File: config.mk
export PLATFORM = sky130hd
export DESIGN_NAME = ham_encoder_tx
export DESIGN_NICKNAME = d
export VERILOG_FILES = /design/src/rtl/ham_encoder_tx.sv
export SDC_FILE = /design/constraint.sdc
export NUM_CORES = 1
export LEC_CHECK = 0
export CAP_MARGIN = 10
export CORE_ASPECT_RATIO = 1.1
export CORE_UTILIZATION = 35
export CTS_CLUSTER_SIZE = 20
export DETAILED_ROUTE_END_ITERATION = 16
export PLACE_DENSITY = 0.56
export SYNTH_ARGS = -nofsm -noshare
export SYNTH_HDL_FRONTEND = slang
export SYNTH_SLANG_ARGS = --single-unit
File: constraint.sdc
create_clock -name clock -period 2.47 [get_ports clock]
set_input_delay 0.247 -clock clock [delete_from_list [all_inputs] [get_ports clock]]
set_output_delay 0.247 -clock clock [all_outputs]
set_load 0.01 [all_outputs]
File: src/rtl/ham_encoder_tx.sv
// Hamming(7,4) encoder with single-bit error injection, serialising each
// codeword LSB first behind a one-entry holding buffer so frames can run back to back.
module ham_encoder_tx (
   input  logic       clock,
   input  logic       reset,
   input  logic [3:0] data,
   input  logic       data_valid,
   output logic       data_ready,
   input  logic [2:0] inject_pos,
   output logic       serial_out,
   output logic       serial_valid,
   output logic       frame_start,
   output logic [6:0] codeword,
   output logic [7:0] frame_count
);

   typedef enum logic {IDLE, SEND} state_t;

   state_t     state;
   logic [6:0] sr;
   logic [6:0] hold_buf;
   logic       buf_full;
   logic [2:0] bit_cnt;

   logic [6:0] enc;
   logic [6:0] inj_mask;
   logic [6:0] new_word;
   logic       accept;

   // Data bits sit at 2,4,5,6 and parity at 0,1,3, matching the team decoder.
   always_comb begin
      enc[2]   = data[0];
      enc[4]   = data[1];
      enc[5]   = data[2];
      enc[6]   = data[3];
      enc[0]   = data[0] ^ data[1] ^ data[3];
      enc[1]   = data[0] ^ data[2] ^ data[3];
      enc[3]   = data[1] ^ data[2] ^ data[3];
      inj_mask = '0;
      if (inject_pos != 3'd0)
         inj_mask = 7'd1 << (inject_pos - 3'd1);
      new_word = enc ^ inj_mask;
   end

   // Readiness depends only on the buffer flop, so a drain and an accept never coincide.
   assign data_ready   = !buf_full;
   assign accept       = data_valid && !buf_full;
   assign serial_valid = (state == SEND);
   assign serial_out   = serial_valid && sr[bit_cnt];
   assign frame_start  = serial_valid && (bit_cnt == 3'd0);

   always_ff @(posedge clock) begin
      if (reset) begin
         state       <= IDLE;
         sr          <= '0;
         hold_buf    <= '0;
         buf_full    <= 1'b0;
         bit_cnt     <= '0;
         codeword    <= '0;
         frame_count <= '0;
      end else begin
         case (state)
            IDLE: begin
               if (accept) begin
                  sr       <= new_word;
                  codeword <= new_word;
                  bit_cnt  <= '0;
                  state    <= SEND;
               end
            end
            SEND: begin
               if (bit_cnt == 3'd6) begin
                  // Last bit of the frame: chain straight into the next word if one is available.
                  frame_count <= frame_count + 8'd1;
                  bit_cnt     <= '0;
                  if (buf_full) begin
                     sr       <= hold_buf;
                     codeword <= hold_buf;
                     buf_full <= 1'b0;
                  end else if (accept) begin
                     sr       <= new_word;
                     codeword <= new_word;
                  end else begin
                     state <= IDLE;
                  end
               end else begin
                  bit_cnt <= bit_cnt + 3'd1;
                  if (accept) begin
                     hold_buf <= new_word;
                     buf_full <= 1'b1;
                  end
               end
            end
         endcase
      end
   end

endmodule

==> flow_summary.ini <==
[power_and_ir_drop]
ir_worst_vdd_uv = 314
total_power_mw = 1.29
power_per_cell_area_nw_per_um2 = 611
p_leak_nw = 0.814

[floorplanning]
die_x_microns = 68.6
core_sq_um = 4650
initial_core_util_pct = 36.7
rows = 26
die-area_sq_um = 5160
die_h_microns = 75.2
num_io_pins = 29

[global_route]
grtUsageTotal_pct = 16.1
grt_pass1_wl_mm = 5.88
grt_pass1_vias = 1263
grt_max_degree = 18
antenna_found_initial = 0
overflow = 0

[critical_path]
critPathMaxFanout = 11
worstSetupPathType = reg2out
cp-end-kind = primary output
crit_chain = mux4_2 > o21ai_1 > nor2_1 > clkdlybuf4s50_1
critPathTopFamily = multiplexers
critical_path_buf_inv_count = 1
regToRegSetupSlack_ns = 0.88
arrival_ns = 2.03
slowest_delay_ns = 0.55
worstSetupStartpointType = register
slowest_stage = mux4_2
worstPathRequired_ns = 2.22

[sta]
period_share_pct = 92.2
rsz0062_at_grt = false
hold_viol_final = 0
fin_crit_ns = 2.28
max_freq_mhz = 439
whs_ns = 0.457
slew_violations = 0
setup_viol = 0
finalSetupTns_ns = 0
slew_headroom_pct = 66.1
tightest_slew_ns = 0.506
skew_ns = 0.00781

[routing]
drt-total-wl_mm = 3.70
vias_per_cell = 5.27
wl_per_cell_microns = 13.7
via_count = 1423
drt_iter0_drc = 54
route.detailed.drc = 0
first_pass_iters = 4
drt.antenna.violating_nets = 0

[place]
gp_congestion = 0.798
portBuffers = 28
dpl.hpwl_mm = 2.69
placed_cell_area_sq_um = 2010

[clock_network]
htreeDepth = 2
cts_root_buf = clkbuf_8
cts_setup_buffers = 0
cts_resized = 0
clk_pin_slew_ns = 0.07
cts_made_buffers = 5
cts_buffer_depth = 2
cts_tree = yes
insertion_delay_ns = 0.29
cts_sinks = 34
ctsHoldBuffers = 0

[min_path]
hold_class = reg2reg

[yosys]
syn_nets = 199
seq_area_frac_synth_pct = 39.9
synth_common_cells = 34 x dfxtp_1, 20 x nor2_1, 10 x a21oi_1
synth_cell_type_count = 43
synth_top_area_cell = dfxtp_1
syn_inst = 188
synth_most_common_cell = dfxtp_1
async_flop_share_pct = 0
synth_edf_count = 0
synth_area_leaders = dfxtp_1 40%, nor2_1 4.4%, xnor2_1 4.1%, xnor3_1 4.0%, a22oi_1 3.5%
yosys.area.top_type_share_pct = 39.9
syn_area_per_cell_sq_um = 9.07
netlist_area_sq_um = 1710
synth_seq_cells = 34
synth_warnings = 0
synthFlopType = dfxtp_1

[status]
status = finished clean

[cells_and_area]
nets = 224
drive_above_1_share_pct = 8.41
syn2layout_area_growth_pct = 23.4
n_antenna_cell = 0
design_area_sq_um = 2100

[flow_run]
cap_viol_max_count = 0
[state kept, by name, indices dropped and copies added, names as in the netlist]
signal and count:
buf_full 1, frame_count 8, bit_cnt 3, codeword 7, sr 7, serial_valid 1
hold_buf 7
[through the flow]
| stage | util, % | worst slack (ns) | instances |
|---|---|---|---|
| 3_5_place_dp | 43.3 | 0.523 | 262 |
| 4_1_cts | 45.2 | 0.195 | 270 |
| 2_1_floorplan | - | 1.06 | 188 |
| 5_1_grt | 45.2 | 0.0948 | 270 |
| 3_3_place_gp | 43.3 | 0.548 | 262 |
| 6_report | 45.2 | 0.193 | 270 |
[cell type report]
class,count,area (sq um)
inverter,8,30.0
clock buffer,7,86.3
fill,454,2550
multi-input combinational,134,937
sequential,34,681
timing repair buffer,30,295
tap,56,70.1
clock inverter,1,5.00
[cells in the final DEF (no fill, tap or decap), drive strengths merged]
cell type,count
nor2b,2
nand4b,1
nor2,20
inv,8
nand3,4
nand2b,9
nor3,5
o21bai,6
xnor3,3
o211ai,1
nand4,3
buf,2
a31oi,1
a21oi,10
xnor2,8
clkdlybuf4s50,28
and4b,1
and3,2
a22oi,8
clkbuf,7
clkinv,1
o21ai,4
nand2,11
a211oi,1
and2,1
mux4,1
o22ai,7
and4,1
o2bb2ai,3
xor2,5
nor3b,3
nor4,1
o32ai,3
dfxtp,34
nand3b,6
ha,1
mux2i,2
[metal layers]
layer	share of wire, %	global-route usage [%]
met3	3.8	5.00
met2	48	25.7
met4	1.6	7.18
met5	0	0
met1	47	19.6
[logic make-up (layout without fill, tap and decap cells)]
family | Yosys count | in the layout | synth area share, %
xor gates and xnor gates | 16 | 16 | 10.6
buffers and inverters | 20 | 46 | 5.14
AOI/OAI and AO/OA | 44 | 44 | 17.9
DFF | 34 | 34 | 39.9
adders and majority gates | 1 | 1 | 0.734
and+or+nand+nor | 70 | 70 | 23.2
muxes | 3 | 3 | 2.49
[final timing paths]
path,start,end,depth (start not counted)
min,hold_buf[3],hold_buf[3],2
max,bit_cnt[0],serial_out,4
min reg2reg,hold_buf[3],hold_buf[3],2
max reg2reg,serial_valid,frame_count[7],4
[report_power, final]
part | internal, mW | switching (mW)
sequential | 0.590 | 0.0358
combinational | 0.122 | 0.114
clock | 0.225 | 0.198
[worst register-to-register path, stage by stage (launching register included)]
cell and delay, ns:
dfxtp_1 0.57, and4b_1 0.48, nand4_1 0.18, xnor2_1 0.15, nor2b_1 0.12
Power figures use the tool's default switching activity.
